`src/rtl/parity_frame_tx_ctrl_if.sv`:
```
// Byte-in / serial-out bundle for the parity frame transmitter.
// Handshake: a byte transfers on a rising clock edge where in_valid && in_ready;
// in is only sampled on that edge, and in_valid while in_ready is low is ignored.
interface parity_frame_tx_ctrl_if;
    logic [7:0] in;
    logic       in_valid;
    logic       in_ready;
    logic [8:0] out;
    logic       tx;
    logic       busy;
    logic [7:0] frames_sent;

    // Producer side: offers bytes, observes the line and status.
    modport master (
        output in,
        output in_valid,
        input  in_ready,
        input  out,
        input  tx,
        input  busy,
        input  frames_sent
    );

    // Controller side: accepts bytes, drives the line and status.
    modport slave (
        input  in,
        input  in_valid,
        output in_ready,
        output out,
        output tx,
        output busy,
        output frames_sent
    );
endinterface

```
`src/rtl/parity_frame_tx_ctrl.sv`:
```
// Parity frame transmitter: accepts a byte, forms {parity, data} and shifts it
// out as start / 8 data bits LSB first / parity / stop, each bit held for
// CLKS_PER_BIT clocks. Every output comes straight from a register.
module parity_frame_tx_ctrl #(
    parameter int CLKS_PER_BIT = 4,
    parameter bit ODD_PARITY   = 1'b0
) (
    input  logic                        clock,
    input  logic                        reset,
    parity_frame_tx_ctrl_if.slave       bus,
    output logic [2:0]                  dbg_state_o
);

    typedef enum logic [2:0] {
        IDLE   = 3'd0,
        START  = 3'd1,
        DATA   = 3'd2,
        PARITY = 3'd3,
        STOP   = 3'd4
    } state_t;

    // Last tick index of a bit period; CLKS_PER_BIT=1 makes every state one cycle.
    localparam logic [7:0] TICK_MAX = 8'(CLKS_PER_BIT - 1);

    state_t     state_q, state_d;
    logic [7:0] tick_q, tick_d;
    logic [2:0] bit_q, bit_d;
    logic [8:0] out_q, out_d;
    logic [7:0] frames_q, frames_d;
    logic       tx_q, tx_d;
    logic       busy_q, busy_d;
    logic       in_ready_q, in_ready_d;

    logic       tick_last;
    logic       accept;
    logic       frame_done;
    logic       par_in;

    assign tick_last = (tick_q == TICK_MAX);

    // Parity is taken from the byte on the bus at the accepting edge only.
    assign par_in = ODD_PARITY ? ~(^bus.in) : (^bus.in);

    // State register: every piece of controller state and every output.
    always_ff @(posedge clock) begin
        if (reset) begin
            state_q    <= IDLE;
            tick_q     <= 8'd0;
            bit_q      <= 3'd0;
            out_q      <= 9'h000;
            frames_q   <= 8'h00;
            tx_q       <= 1'b1;
            busy_q     <= 1'b0;
            in_ready_q <= 1'b1;
        end else begin
            state_q    <= state_d;
            tick_q     <= tick_d;
            bit_q      <= bit_d;
            out_q      <= out_d;
            frames_q   <= frames_d;
            tx_q       <= tx_d;
            busy_q     <= busy_d;
            in_ready_q <= in_ready_d;
        end
    end

    // Next state: walk the frame, spending CLKS_PER_BIT ticks in each bit state.
    always_comb begin
        state_d    = state_q;
        tick_d     = tick_q;
        bit_d      = bit_q;
        accept     = 1'b0;
        frame_done = 1'b0;
        case (state_q)
            IDLE: begin
                if (bus.in_valid && in_ready_q) begin
                    accept  = 1'b1;
                    state_d = START;
                    tick_d  = 8'd0;
                    bit_d   = 3'd0;
                end
            end
            START: begin
                if (tick_last) begin
                    state_d = DATA;
                    tick_d  = 8'd0;
                    bit_d   = 3'd0;
                end else begin
                    tick_d = tick_q + 8'd1;
                end
            end
            DATA: begin
                if (tick_last) begin
                    tick_d = 8'd0;
                    if (bit_q == 3'd7) begin
                        state_d = PARITY;
                        bit_d   = 3'd0;
                    end else begin
                        bit_d = bit_q + 3'd1;
                    end
                end else begin
                    tick_d = tick_q + 8'd1;
                end
            end
            PARITY: begin
                if (tick_last) begin
                    state_d = STOP;
                    tick_d  = 8'd0;
                end else begin
                    tick_d = tick_q + 8'd1;
                end
            end
            STOP: begin
                if (tick_last) begin
                    state_d    = IDLE;
                    tick_d     = 8'd0;
                    frame_done = 1'b1;
                end else begin
                    tick_d = tick_q + 8'd1;
                end
            end
            default: begin
                state_d = IDLE;
                tick_d  = 8'd0;
                bit_d   = 3'd0;
            end
        endcase
    end

    // Output values for the next cycle, decoded from the next state so they register cleanly.
    always_comb begin
        out_d      = accept ? {par_in, bus.in} : out_q;
        frames_d   = frame_done ? (frames_q + 8'd1) : frames_q;
        busy_d     = (state_d != IDLE);
        in_ready_d = (state_d == IDLE);
        case (state_d)
            START:   tx_d = 1'b0;
            DATA:    tx_d = out_d[bit_d];
            PARITY:  tx_d = out_d[8];
            default: tx_d = 1'b1;
        endcase
    end

    assign bus.in_ready    = in_ready_q;
    assign bus.out         = out_q;
    assign bus.tx          = tx_q;
    assign bus.busy        = busy_q;
    assign bus.frames_sent = frames_q;
    assign dbg_state_o     = state_q;

endmodule

```
`src/flat_wrapper.sv`:
```
// flat-port wrapper written by rule: the top's interface ports become plain ports
module parity_frame_tx_ctrl_flat 
#(
    parameter int CLKS_PER_BIT = 4,
    parameter bit ODD_PARITY   = 1'b0
)
  (clock, reset, dbg_state_o, bus_in, bus_in_valid, bus_in_ready, bus_out, bus_tx, bus_busy, bus_frames_sent);
  parity_frame_tx_ctrl_if bus_i ();
  input  logic clock;
  input  logic reset;
  output logic [2:0] dbg_state_o;
  input wire logic [$bits(bus_i.in)-1:0] bus_in;
  input wire logic [$bits(bus_i.in_valid)-1:0] bus_in_valid;
  output wire logic [$bits(bus_i.in_ready)-1:0] bus_in_ready;
  output wire logic [$bits(bus_i.out)-1:0] bus_out;
  output wire logic [$bits(bus_i.tx)-1:0] bus_tx;
  output wire logic [$bits(bus_i.busy)-1:0] bus_busy;
  output wire logic [$bits(bus_i.frames_sent)-1:0] bus_frames_sent;
  assign bus_i.in = bus_in;
  assign bus_i.in_valid = bus_in_valid;
  assign bus_in_ready = bus_i.in_ready;
  assign bus_out = bus_i.out;
  assign bus_tx = bus_i.tx;
  assign bus_busy = bus_i.busy;
  assign bus_frames_sent = bus_i.frames_sent;
  parity_frame_tx_ctrl #(.CLKS_PER_BIT(CLKS_PER_BIT), .ODD_PARITY(ODD_PARITY)) u_core (.clock(clock), .reset(reset), .bus(bus_i), .dbg_state_o(dbg_state_o));
endmodule
```
`config.mk`:
```
export PLATFORM = sky130hd
export DESIGN_NAME = parity_frame_tx_ctrl_flat
export DESIGN_NICKNAME = d
export VERILOG_FILES = /design/src/rtl/parity_frame_tx_ctrl_if.sv /design/src/rtl/parity_frame_tx_ctrl.sv /design/src/flat_wrapper.sv
export SDC_FILE = /design/constraint.sdc
export NUM_CORES = 1
export LEC_CHECK = 0
export CAP_MARGIN = 20
export CORE_UTILIZATION = 40
export CTS_CLUSTER_SIZE = 8
export DETAILED_ROUTE_END_ITERATION = 8
export SLEW_MARGIN = 20
export SYNTH_ARGS = -nofsm -noshare
export SYNTH_HDL_FRONTEND = slang
export SYNTH_SLANG_ARGS = --single-unit
```
`constraint.sdc`:
```
create_clock -name clock -period 8.6 [get_ports clock]
set_input_delay 1.29 -clock clock [delete_from_list [all_inputs] [get_ports clock]]
set_output_delay 1.29 -clock clock [all_outputs]
set_load 0.01 [all_outputs]
```
==> results of run 1 <==
layout make-up:
| class | instances | area (µm²) |
|---|---|---|
| Clock buffer | 7 | 86.3 |
| Inverter | 2 | 7.51 |
| Clock inverter | 1 | 5.00 |
| Multi-Input combinational cell | 149 | 930 |
| Fill cell | 356 | 1690 |
| Tap cell | 48 | 60.1 |
| Timing Repair Buffer | 34 | 338 |
| Sequential cell | 34 | 681 |
routing by layer:
layer	part of all wire (%)	up-vias	global-route usage, %	routed length [µm]
met5	0	-	0	0
met4	1.7	0	8.24	67
met3	4.4	8	5.52	174
met2	46	43	32.4	1840
met1	48	702	25.5	1900
li1	-	751	-	-
worst max-delay path, delay by kind of cell:
family	cells	cell delay [ns]
compound gates	3	0.61
buf+inv	1	0.49
simple gates	4	1.14
state kept, by name, indices dropped and copies added, names as in the netlist:
signal and flops:
u_core.bus.tx 1, u_core.bit_q 3, u_core.dbg_state_o 3, u_core.tick_q 8, u_core.bus.frames_sent 8, u_core.bus.busy 1, u_core.bus.in_ready 1, u_core.bus.out 9
report_power, final:
| group | internal [mW] | switching, mW |
|---|---|---|
| combinational | 0.0276 | 0.0276 |
| clock | 0.0645 | 0.0540 |
| sequential | 0.164 | 0.00619 |
metrics by stage:
| stage | area (µm²) | power, mW | util, % | setup slack, ns | cells |
|---|---|---|---|---|---|
| 2_1_floorplan | 1650 | 0.204 | - | 5.69 | 193 |
| 3_3_place_gp | 2020 | 0.227 | 53.1 | 5.14 | 267 |
| 6_report | 2110 | 0.344 | 55.5 | 5.27 | 275 |
| 3_5_place_dp | 2020 | 0.229 | 53.1 | 5.05 | 267 |
| 5_1_grt | 2110 | 0.363 | 55.5 | 5.13 | 275 |
| 4_1_cts | 2110 | 0.349 | 55.5 | 5.31 | 275 |
how the worst min path moves through the flow:
stage	end	slack (ns)
after floorplan	u_core.tick_q[1]	0.48
after global placement	u_core.bus.frames_sent[7]	0.47
after detailed placement	u_core.bus.out[2]	0.48
after CTS	u_core.bus.out[2]	0.49
after global routing	u_core.bus.out[2]	0.51
final	u_core.bus.out[2]	0.49
logic make-up (layout without fill, tap and decap cells):
| kind of cell | after synthesis | after routing | synth area share, % |
|---|---|---|---|
| adder cells (fa/ha/maj) | 4 | 4 | 3.04 |
| XOR/XNOR | 20 | 20 | 10.6 |
| AO/OA/AOI/OAI | 36 | 36 | 14.8 |
| multiplexers | 2 | 2 | 1.21 |
| flip-flops | 34 | 34 | 41.3 |
| AND/OR/NAND/NOR | 87 | 87 | 26.7 |
| buffers and inverters | 10 | 44 | 2.35 |
synthesized netlist by cell type (2+ instances only):
library cell / n / share of area, %
nor4_1: 3 / 1.1
nand2_1: 27 / 6.1
xnor2_1: 10 / 5.3
mux2i_1: 2 / 1.2
a211oi_1: 2 / 0.91
inv_1: 2 / 0.46
nor3_1: 2 / 0.61
nand4_1: 6 / 2.3
clkbuf_1: 7 / 1.6
a21oi_1: 14 / 4.2
o211ai_1: 2 / 0.91
ha_1: 4 / 3.0
xor2_1: 10 / 5.3
nor2b_1: 2 / 0.76
nand3_1: 4 / 1.2
or4_1: 4 / 1.8
or3_1: 4 / 1.5
dfxtp_1: 34 / 41
o21ai_0: 5 / 1.5
nand4b_1: 2 / 1.1
and3_1: 3 / 1.1
nor2_1: 22 / 5.0
layout by cell type (no fill, tap or decap), types with 2 or more instances in the layout:
| master | count |
|---|---|
| dfxtp_1 | 34 |
| nor2b_1 | 2 |
| clkbuf_8 | 6 |
| ha_1 | 4 |
| o21ai_0 | 5 |
| nand2_1 | 27 |
| xnor2_1 | 10 |
| a211oi_1 | 2 |
| nor4_1 | 3 |
| o211ai_1 | 2 |
| clkdlybuf4s50_1 | 33 |
| inv_1 | 2 |
| nor2_1 | 22 |
| a21oi_1 | 14 |
| xor2_1 | 10 |
| nand4b_1 | 2 |
| nand3_1 | 4 |
| or3_1 | 4 |
| and3_1 | 3 |
| mux2i_1 | 2 |
| nor3_1 | 2 |
| nand4_1 | 6 |
| or4_1 | 4 |
==> flow_summary.yaml, run 1 <==
timing:
  finalCritPeriodShare_pct: 38.7
  fin_tns_setup_ns: 0
  maxSlewHeadroom_pct: 38.4
  layout_min_cycle_time_ns: 3.33
  whs_ns: 0.488
  hold_viol: 0
  setup_viol: 0
  rsz0062_at_grt: "false"
  maxSlewViolCount: 0
  worstMarginPinSlew_ns: 0.921
  fmax_mhz: 301
  fin_skew_ns: 0.00646
global_route:
  antenna_found_initial: 0
  grt_pass1_wl_um: 6680
  grt_pass1_vias: 1456
  grt_remaining_overflow: 0
  grt_max_degree: 25
  grt_usage_pct: 20.3
power_and_ir_drop:
  peakVddDrop_uv: 115
  pwr_density_cell_mw_per_mm2: 163
  leakage_nw: 0.773
clocking:
  clockBufferDepth: 2
  cts_resized: 0
  numCtsBuffers: 5
  postCtsHoldBufs: 0
  post_cts_buffers: 0
  cts-root-buf: "clkbuf_8"
  clock_sinks: 34
  cts_tree: "built"
  h-tree-depth: 2
  clk_latency_ns: 0.28
  path_clk_slew_ns: 0.06
die:
  dieArea_mm2: 0.00438
  rows: 22
  pin_count: 34
  start_util_pct: 43.4
  core_area_mm2: 0.00380
  die_y_um: 66.2
  die_x_um: 66.2
routing:
  avgRoutedWirePerCell_um: 14.5
  drtIter0Drc: 67
  via_per_inst: 5.47
  wl_um: 3980
  drc: 0
  ant_nets: 0
  num_vias: 1504
  dr.pass1.iters: 4
logic_synthesis:
  synthCells: 193
  synth.avg_cell_area_um2: 8.54
  yosysUniqueCellTypes: 44
  synth_nets: 208
  synth_top_flop_cell: "dfxtp_1"
  synth-seq-area-share_pct: 41.3
  postSynth.asyncResetShare_pct: 0
  synth_area_mm2: 0.00165
  synth_edf_count: 0
  yosysWarnings: 0
  ys_ff_latch: 34
setup_path:
  criticalPathCategory: "in -> reg"
  cp_max_fo: 10
  startpoint_type: "input port"
  crit_path_start: "bus_in_valid"
  cp-end-kind: "register"
  slowest_stage: "or4_1"
  cp.required_ns: 8.80
  worstPathCellList: "clkdlybuf4s50_1 > and3b_1 > nand2_1 > nand4_1 > o211ai_1 > o2111a_1 > or4_1 > a22oi_1"
  worstPathArrival_ns: 3.53
  ff2ff_path_depth: 8
  r2r_slack_ns: 5.49
  cpPeakStageDelay_ns: 0.51
  r2r_start: "u_core.tick_q[0]"
  r2r-end: "u_core.bus.tx"
  crit_end: "u_core.bus.tx"
run_status:
  outcome: "finished, final reports clean"
cells_and_area:
  n_antenna_cell: 0
  drive_gt1_share_pct: 5.29
  final_nets: 241
  area_delta_synth_final_pct: 27.8
min_path:
  holdCritStartpoint: "u_core.bus.out[2]"
  holdPathStages: 2
  hold_class: "reg -> reg"
flow_run:
  max-cap-violations: 0
placed_design:
  port_buffers: 33
  gp_congestion: 0.806
  dp_hpwl_um: 2920
Power figures use the tool's default switching activity.
==> run 2: changes to the inputs <==
- clock period: 8.6 -> 3.1 ns (I/O delays scaled with it)
==> run 2 against run 1 <==
Compared with the run above: design area is 3.2% higher; global-route usage barely moved; critical path type is now reg -> reg; routed wire length shrank 2.4%; register-to-register slack got worse by 5.4 ns; critical endpoint unchanged; highest routed layer unchanged; critical path depth unchanged; via count rose by 2.2%; non-clock buffer count grew 6; sequential cell count unchanged; sequential power grew to 2.7 times the previous value.
==> flow_summary.yaml, run 2 (synthesis gave the netlist of run 1 again) <==
die:
  start_util_pct: 43.4
  die_y_um: 66.2
  core_area_mm2: 0.00380
  dieArea_mm2: 0.00438
  die_x_um: 66.2
  rows: 22
  pin_count: 34
routing:
  drc: 0
  drtIter0Drc: 94
  num_vias: 1537
  via_per_inst: 5.47
  ant_nets: 0
  avgRoutedWirePerCell_um: 13.8
  dr.pass1.iters: 4
  wl_um: 3880
cells_and_area:
  area_delta_synth_final_pct: 31.9
  largest_register_ffs: 9
  final_cell_mix: "dfxtp_1, clkdlybuf4s50_1, nand2_1"
  post-route-util_pct: 57.2
  stdcell_area_mm2: 0.00217
  drive_gt1_share_pct: 8.58
  final_nets: 247
  layout.cells.most_common: "dfxtp_1"
  fin_cells: 281
  n_antenna_cell: 0
clocking:
  clock_sinks: 34
  numCtsBuffers: 5
  cts-root-buf: "clkbuf_8"
  clk_latency_ns: 0.29
  path_clk_slew_ns: 0.07
  cts_tree: "built"
  h-tree-depth: 2
  clockBufferDepth: 2
timing:
  whs_ns: 0.484
  fmax_mhz: 335
  layout_min_cycle_time_ns: 2.99
  maxSlewHeadroom_pct: 65.9
  hold_viol: 0
  setup_viol: 0
  rsz0062_at_grt: "false"
  postLayoutSetupSlackWorst_ns: 0.111
  maxSlewViolCount: 0
  finalCritPeriodShare_pct: 96.4
  fin_skew_ns: 0.00556
  worstMarginPinSlew_ns: 0.506
  fin_tns_setup_ns: 0
flow_run:
  max-cap-violations: 0
placed_design:
  dp_slack_ns: 0.0709
  dp_hpwl_um: 2880
  port_buffers: 33
  place_inst: 271
  gp_congestion: 0.842
  postPlaceCellArea_mm2: 0.00205
setup_path:
  cp-end-kind: "register"
  cp.required_ns: 3.31
  cp_max_fo: 6
  worstPathArrival_ns: 3.20
  startpoint_type: "register"
  criticalPathCategory: "reg -> reg"
  r2r_slack_ns: 0.11
run_status:
  outcome: "finished, final reports clean"
global_route:
  grt_max_degree: 25
  grt_pass1_wl_um: 6710
  grt_pass1_vias: 1468
  grt_remaining_overflow: 0
  grt_usage_pct: 20.3
  antenna_found_initial: 0
power_and_ir_drop:
  peakVddDrop_uv: 224
  leakage_nw: 0.816
  pwr_density_cell_mw_per_mm2: 464
  finalPower_mw: 1.01
min_path:
  hold_class: "reg -> reg"
==> run 2: where the power goes <==
| group | switching [mW] | total, mW | internal (mW) |
|---|---|---|---|
| combinational | 0.0777 | 0.159 | 0.0814 |
| sequential | 0.0132 | 0.469 | 0.456 |
| clock | 0.157 | 0.381 | 0.224 |
| total | 0.248 | 1.01 | 0.761 |
==> run 2: cell type report <==
type	instances	area [µm²]
Sequential cell	34	681
Inverter	2	7.51
Timing Repair Buffer	40	383
Tap cell	48	60.1
Fill cell	345	1620
Clock buffer	8	110
Multi-Input combinational cell	149	933
==> run 2: routing by layer <==
metal	GRT usage, %	wire length (µm)
met5	0	0
met4	8.78	56
met3	4.14	148
met2	32.8	1840
met1	25.9	1840
==> run 2: final timing paths <==
path	from	end	cells past startpoint
worst max-delay path	u_core.tick_q[0]	u_core.bus.tx	8
worst max register to register	u_core.tick_q[0]	u_core.bus.tx	8
worst min register to register	u_core.bus.out[0]	u_core.bus.out[0]	2
worst min-delay path	u_core.bus.out[0]	u_core.bus.out[0]	2
==> run 2: worst max-delay path, cell delays in order, from the launching register on <==
cell and delay [ns]:
dfxtp_1 0.37, ha_1 0.22, or4b_4 0.51, o41a_1 0.35, o211a_1 0.29, or2_4 0.28
o2111a_1 0.24, or4_1 0.51, a22oi_1 0.16
==> run 2: what timing repair did <==
item                                    CTS  global route
setup buffers                             0             2
endpoints found under the setup margin    0             1
hold buffers                              0             0
gates resized for setup                   0             1
==> run 3: changes to the inputs <==
- CAP_MARGIN: 20 -> 0
==> results of run 3 <==
Final layout, timing and power as in run 2 (identical DEF).
